$ cat config.mk
export PLATFORM = sky130hd
export DESIGN_NAME = min_select_stream_flat
export DESIGN_NICKNAME = d
export VERILOG_FILES = /design/src/rtl/min_select_stream_if.sv /design/src/rtl/min_select_stream.sv /design/src/flat_wrapper.sv
export SDC_FILE = /design/constraint.sdc
export NUM_CORES = 1
export LEC_CHECK = 0
export ABC_AREA = 1
export CORE_MARGIN = 3
export CORE_UTILIZATION = 51
export CTS_BUF_LIST = sky130_fd_sc_hd__clkbuf_8
export CTS_CLUSTER_DIAMETER = 100
export DETAILED_ROUTE_END_ITERATION = 12
export PLACE_DENSITY = 0.87
export SYNTH_ARGS = -nofsm -noshare
export SYNTH_HDL_FRONTEND = slang
export SYNTH_SLANG_ARGS = --single-unit
$ cat constraint.sdc
create_clock -name m_clock -period 2.6 [get_ports m_clock]
set_input_delay 0.26 -clock m_clock [delete_from_list [all_inputs] [get_ports m_clock]]
set_output_delay 0.26 -clock m_clock [all_outputs]
set_load 0.03 [all_outputs]
$ cat src/rtl/min_select_stream_if.sv
// Candidate stream and result bus for the streaming energy minimum selector.
// master = upstream/downstream side, slave = the selector itself.
interface min_select_stream_if #(
    parameter int ENE_W    = 8,
    parameter int PLOT_W   = 8,
    parameter int MAX_CAND = 16
);
    localparam int IDX_W = $clog2(MAX_CAND);
    localparam int CNT_W = $clog2(MAX_CAND + 1);

    logic              in_valid;
    logic              in_ready;
    logic [ENE_W-1:0]  in_ene;
    logic [PLOT_W-1:0] in_plot;
    logic              in_last;
    logic              out_valid;
    logic              out_ready;
    logic [ENE_W-1:0]  out_ene;
    logic [PLOT_W-1:0] out_plot;
    logic [IDX_W-1:0]  out_idx;
    logic [CNT_W-1:0]  out_cnt;
    logic              out_trunc;

    modport master (
        output in_valid, in_ene, in_plot, in_last, out_ready,
        input  in_ready, out_valid, out_ene, out_plot, out_idx, out_cnt, out_trunc
    );

    modport slave (
        input  in_valid, in_ene, in_plot, in_last, out_ready,
        output in_ready, out_valid, out_ene, out_plot, out_idx, out_cnt, out_trunc
    );
endinterface

$ cat src/rtl/min_select_stream.sv
// Streaming minimum-energy selector: folds a group of (energy, plot) candidates
// into the winner, its position and the group size, handed off over valid/ready.
module min_select_stream #(
    parameter int ENE_W    = 8,
    parameter int PLOT_W   = 8,
    parameter int MAX_CAND = 16,
    parameter int TIE_LAST = 1
) (
    input  logic                m_clock,
    input  logic                p_reset,
    input  logic                clear,
    min_select_stream_if.slave  bus
);
    localparam int IDX_W = $clog2(MAX_CAND);
    localparam int CNT_W = $clog2(MAX_CAND + 1);
    localparam logic [CNT_W-1:0] MAX_CNT = CNT_W'(MAX_CAND);

    typedef enum logic [1:0] {
        ST_IDLE = 2'd0,
        ST_ACC  = 2'd1,
        ST_DONE = 2'd2
    } state_t;

    state_t             state_r, state_s;
    logic [ENE_W-1:0]   best_ene_r, best_ene_s;
    logic [PLOT_W-1:0]  best_plot_r, best_plot_s;
    logic [IDX_W-1:0]   best_idx_r, best_idx_s;
    logic [CNT_W-1:0]   cnt_r, cnt_s;
    logic [CNT_W-1:0]   cnt_inc_s;
    logic               trunc_r, trunc_s;
    logic               out_valid_r, out_valid_s;
    logic               in_ready_s;
    logic               accept_s;

    // Equal energies go to the newcomer only under the later-wins tie rule.
    function automatic logic cand_wins(input logic [ENE_W-1:0] cand_ene,
                                       input logic [ENE_W-1:0] held_ene);
        if (TIE_LAST != 0) begin
            cand_wins = (cand_ene <= held_ene);
        end else begin
            cand_wins = (cand_ene < held_ene);
        end
    endfunction

    // Input readiness: always open while collecting, follows the consumer while a result is held.
    always_comb begin
        in_ready_s = 1'b1;
        case (state_r)
            ST_DONE: in_ready_s = bus.out_ready;
            default: in_ready_s = 1'b1;
        endcase
    end

    assign accept_s = bus.in_valid & in_ready_s;

    // Next-state and winner-tracking logic.
    always_comb begin
        state_s     = state_r;
        best_ene_s  = best_ene_r;
        best_plot_s = best_plot_r;
        best_idx_s  = best_idx_r;
        cnt_s       = cnt_r;
        trunc_s     = trunc_r;
        cnt_inc_s   = cnt_r + CNT_W'(1);
        if (clear) begin
            state_s = ST_IDLE;
        end else begin
            case (state_r)
                ST_IDLE: begin
                    if (accept_s) begin
                        best_ene_s  = bus.in_ene;
                        best_plot_s = bus.in_plot;
                        best_idx_s  = {IDX_W{1'b0}};
                        cnt_s       = CNT_W'(1);
                        trunc_s     = 1'b0;
                        state_s     = bus.in_last ? ST_DONE : ST_ACC;
                    end else begin
                        state_s = ST_IDLE;
                    end
                end
                ST_ACC: begin
                    if (accept_s) begin
                        if (cand_wins(bus.in_ene, best_ene_r)) begin
                            best_ene_s  = bus.in_ene;
                            best_plot_s = bus.in_plot;
                            best_idx_s  = cnt_r[IDX_W-1:0];
                        end else begin
                            best_idx_s  = best_idx_r;
                        end
                        cnt_s = cnt_inc_s;
                        // A full group closes on its own so the next beat opens a fresh one.
                        if (bus.in_last) begin
                            state_s = ST_DONE;
                            trunc_s = 1'b0;
                        end else if (cnt_inc_s == MAX_CNT) begin
                            state_s = ST_DONE;
                            trunc_s = 1'b1;
                        end else begin
                            state_s = ST_ACC;
                        end
                    end else begin
                        state_s = ST_ACC;
                    end
                end
                ST_DONE: begin
                    if (bus.out_ready) begin
                        if (accept_s) begin
                            best_ene_s  = bus.in_ene;
                            best_plot_s = bus.in_plot;
                            best_idx_s  = {IDX_W{1'b0}};
                            cnt_s       = CNT_W'(1);
                            trunc_s     = 1'b0;
                            state_s     = bus.in_last ? ST_DONE : ST_ACC;
                        end else begin
                            state_s = ST_IDLE;
                        end
                    end else begin
                        state_s = ST_DONE;
                    end
                end
                default: state_s = ST_IDLE;
            endcase
        end
        out_valid_s = (state_s == ST_DONE);
    end

    // State and result registers.
    always_ff @(posedge m_clock or posedge p_reset) begin
        if (p_reset) begin
            state_r     <= ST_IDLE;
            best_ene_r  <= {ENE_W{1'b0}};
            best_plot_r <= {PLOT_W{1'b0}};
            best_idx_r  <= {IDX_W{1'b0}};
            cnt_r       <= {CNT_W{1'b0}};
            trunc_r     <= 1'b0;
            out_valid_r <= 1'b0;
        end else begin
            state_r     <= state_s;
            best_ene_r  <= best_ene_s;
            best_plot_r <= best_plot_s;
            best_idx_r  <= best_idx_s;
            cnt_r       <= cnt_s;
            trunc_r     <= trunc_s;
            out_valid_r <= out_valid_s;
        end
    end

    assign bus.in_ready  = in_ready_s;
    assign bus.out_valid = out_valid_r;
    assign bus.out_ene   = best_ene_r;
    assign bus.out_plot  = best_plot_r;
    assign bus.out_idx   = best_idx_r;
    assign bus.out_cnt   = cnt_r;
    assign bus.out_trunc = trunc_r;
endmodule

$ cat src/flat_wrapper.sv
// flat-port wrapper written by rule: the top's interface ports become plain ports
module min_select_stream_flat 
#(
    parameter int ENE_W    = 8,
    parameter int PLOT_W   = 8,
    parameter int MAX_CAND = 16,
    parameter int TIE_LAST = 1
)
  (m_clock, p_reset, clear, bus_in_valid, bus_in_ene, bus_in_plot, bus_in_last, bus_out_ready, bus_in_ready, bus_out_valid, bus_out_ene, bus_out_plot, bus_out_idx, bus_out_cnt, bus_out_trunc);
  min_select_stream_if #(.ENE_W(ENE_W), .PLOT_W(PLOT_W), .MAX_CAND(MAX_CAND)) bus_i ();
  input  logic m_clock;
  input  logic p_reset;
  input  logic clear;
  input wire logic [$bits(bus_i.in_valid)-1:0] bus_in_valid;
  input wire logic [$bits(bus_i.in_ene)-1:0] bus_in_ene;
  input wire logic [$bits(bus_i.in_plot)-1:0] bus_in_plot;
  input wire logic [$bits(bus_i.in_last)-1:0] bus_in_last;
  input wire logic [$bits(bus_i.out_ready)-1:0] bus_out_ready;
  output wire logic [$bits(bus_i.in_ready)-1:0] bus_in_ready;
  output wire logic [$bits(bus_i.out_valid)-1:0] bus_out_valid;
  output wire logic [$bits(bus_i.out_ene)-1:0] bus_out_ene;
  output wire logic [$bits(bus_i.out_plot)-1:0] bus_out_plot;
  output wire logic [$bits(bus_i.out_idx)-1:0] bus_out_idx;
  output wire logic [$bits(bus_i.out_cnt)-1:0] bus_out_cnt;
  output wire logic [$bits(bus_i.out_trunc)-1:0] bus_out_trunc;
  assign bus_i.in_valid = bus_in_valid;
  assign bus_i.in_ene = bus_in_ene;
  assign bus_i.in_plot = bus_in_plot;
  assign bus_i.in_last = bus_in_last;
  assign bus_i.out_ready = bus_out_ready;
  assign bus_in_ready = bus_i.in_ready;
  assign bus_out_valid = bus_i.out_valid;
  assign bus_out_ene = bus_i.out_ene;
  assign bus_out_plot = bus_i.out_plot;
  assign bus_out_idx = bus_i.out_idx;
  assign bus_out_cnt = bus_i.out_cnt;
  assign bus_out_trunc = bus_i.out_trunc;
  min_select_stream #(.ENE_W(ENE_W), .PLOT_W(PLOT_W), .MAX_CAND(MAX_CAND), .TIE_LAST(TIE_LAST)) u_core (.m_clock(m_clock), .p_reset(p_reset), .clear(clear), .bus(bus_i));
endmodule
==> flow_summary.yaml <==
die:
  fp.coreArea_um2: 2810
  io_pins: 50
  initial_core_util_pct: 54.7
  die_area_um2: 3700
  num_rows: 19
  die_h_um: 60.9
  die_x_um: 60.9
timing:
  worst_slew_pin_slew_ps: 649
  rsz0062_at_grt: "false"
  fin_worst_skew_ps: 4.15
  finalHoldViolations: 0
  hold_ws_ps: 366
  maxSlewHeadroom_pct: 56.6
  fin_crit_sh_pct: 73.8
  max_freq_ghz: 0.521
  fin_tns_setup_ps: 0
  slew_viol_final: 0
  period_needed_ps: 1920
  finalSetupViolCount: 0
worst_setup_path:
  crit_fanout: 20
  cp.arrival_ps: 2080
  slowest_delay_ps: 490
  crit_family: "simple AND/OR/NAND/NOR gates"
  cp-end-kind: "flop"
  path_cells: "clkdlybuf4s50_1, ha_1, a21oi_1, o21a_1, nand2_1, nand2_1, nand2_1, nand2_1, nand2_1"
  path_buf_inv: 1
  slowest_stage: "clkdlybuf4s50_1"
  critical_path_class: "in -> reg"
  critPathLaunchType: "input port"
  required_ps: 2760
  path_common_cell: "nand2_1"
power_and_ir_drop:
  peakVddDrop_mv: 0.494
  p_clk_share_pct: 28.1
  seqPwrFrac_pct: 39.5
  p_sw_uw: 487
  p_int_uw: 950
  power.density_nw_per_um2: 671
  netSwitchingFraction_pct: 33.9
  power_mw: 1.44
  leakage_nw: 1.08
  pwr-share-comb_pct: 32.4
min_path:
  hold_path.class: "in -> async"
clock_network:
  clk_latency_ps: 270
  h-tree-depth: 2
  cts_tree: "yes"
  postCtsResizedCells: 0
  path_clk_slew_ps: 60
  clockBufferDepth: 2
  cts_sinks: 29
  cts_made_buffers: 5
  cts_setup_buffers: 0
  hold_buffers: 0
  cts-root-buf: "clkbuf_8"
detailed_routing:
  vias_per_cell: 5.22
  routedWlPerCell_um: 12.6
  vias: 1426
  dr.pass1.iters: 4
  postRouteAntennaNets: 0
  wirelength_um: 3440
  drtIter0Drc: 61
  route.detailed.drc: 0
synthesis:
  syn_area_um2: 1540
  synth-edff-count: 0
  syn-num-nets: 220
  postSynthAreaPerCell_um2: 8.12
  yosys_warnings: 0
  synth-simple-area-share_pct: 30.3
  async_flop_share_pct: 100
  syn_inst: 189
  synth_cell_type_count: 25
  synth_compound_area_share_pct: 6.76
  synth_top_family_by_area: "simple AND/OR/NAND/NOR gates"
  ys.flop_type: "dfrtp_1"
  synth-seq-area-share_pct: 47.3
  synth_adder_area_share_pct: 7.33
  ys_ff_latch: 29
  synth_xor_xnor_area_share_pct: 0
  yosys-mux-area-fraction_pct: 0
global_routing:
  grt_overflow: 0
  grt_pass1_wl_um: 5660
  grt_max_degree: 30
  antenna_found_initial: 0
  globalRouteTotalUtil_pct: 20.5
  grt_pass1_vias: 1337
layout:
  diodes: 0
  multi_input_area_um2: 682
  drive_above_1_share_pct: 8.68
  fillers: 212
  final_nets: 272
  register_area_um2: 726
  area_growth_pct: 39.5
placed_design:
  port_buffers: 49
  dpl.hpwl_um: 2520
  gp_congestion: 0.800
flow_run:
  maxCapViolCount: 0
outcome:
  status: "complete, no violations"
## registers in the layout, summed over array words and instances, names as in the netlist
signal,count
u_core.state_r,2
u_core.bus.out_cnt,5
u_core.bus.out_trunc,1
u_core.bus.out_valid,1
u_core.bus.out_plot,8
u_core.bus.out_ene,8
u_core.bus.out_idx,4
## synth_stat cells (2+ instances only)
cell type / number / area share, %
a21oi_1: 7 / 2.3
buf_2: 4 / 1.3
buf_4: 2 / 0.98
dfrtp_1: 29 / 47
ha_1: 9 / 7.3
inv_1: 17 / 4.2
inv_2: 3 / 0.73
nand2_1: 63 / 15
nand2_2: 3 / 1.2
nand3_1: 28 / 9.1
nand4_1: 3 / 1.2
nor2_1: 6 / 1.5
nor2_4: 2 / 1.5
o21bai_1: 2 / 0.98
## cells in the final DEF (no fill, tap or decap), types with 2 or more instances in the layout
master	Yosys	layout
nand2_1	63	63
clkdlybuf4s50_1	0	49
dfrtp_1	29	29
nand3_1	28	28
inv_1	17	17
ha_1	9	9
a21oi_1	7	7
clkbuf_8	0	7
nor2_1	6	6
inv_2	3	3
nand2_2	3	3
nand4_1	3	3
buf_4	2	3
o21bai_1	2	2
nor2_4	2	2
## cell families after synthesis
group / after synthesis
simple gates: 106
flops: 29
buf+inv: 28
compound gates: 17
fa+ha+maj: 9
## tightest hold or removal path, stage by stage
cell	delay, ps
clkdlybuf4s50_1	400
inv_1	50
buf_4	340
## cell type report
cell class	count	share of cell area [%]
flip-flops and latches	29	33.9
multi-input cells	132	31.8
repair buffers	52	23.9
clock buffers	7	4.50
inverters	21	3.80
well taps	31	1.81
clock inverters	1	0.234
## path summary, 6_finish.rpt
kind,startpoint,to,slack [ps],cells past startpoint
setup / recovery,bus_in_ene[7],u_core.bus.out_ene[7],680,9
hold / removal,p_reset,u_core.bus.out_idx[0],370,3
setup reg to reg,u_core.bus.out_ene[7],u_core.bus.out_ene[7],690,9
hold reg to reg,u_core.bus.out_plot[1],u_core.bus.out_plot[1],470,2
max in group asynchronous,p_reset,u_core.bus.out_trunc,1970,3
min in group m_clock,u_core.bus.out_plot[1],u_core.bus.out_plot[1],470,2
## layer usage
layer	track usage (%)	share of wire, %	wire length, um
met5	0	0	0
met1	24.3	42	1440
met2	34.5	50	1730
met3	5.53	6.0	207
met4	9.29	1.8	63
## through the flow
| step | setup WS [ps] | utilization, % | instances | cell area (um^2) |
|---|---|---|---|---|
| 2_1_floorplan | 924 | - | 189 | 1540 |
| 5_1_grt | 427 | 76.4 | 273 | 2140 |
| 3_5_place_dp | 386 | 72.7 | 265 | 2040 |
| 3_3_place_gp | 449 | 72.7 | 265 | 2040 |
| 4_1_cts | 673 | 76.4 | 273 | 2140 |
| 6_report | 680 | 76.4 | 273 | 2140 |
## power groups by stage
stage | Clock [mW] | Sequential, mW | Combinational [mW]
after floorplan | 0 | 0.685 | 0.160
after global placement | 0 | 0.575 | 0.455
after detailed placement | 0 | 0.575 | 0.466
after CTS | 0.412 | 0.568 | 0.470
after global routing | 0.433 | 0.577 | 0.511
final | 0.404 | 0.568 | 0.465
No activity file was read; power rests on OpenSTA's default activity.
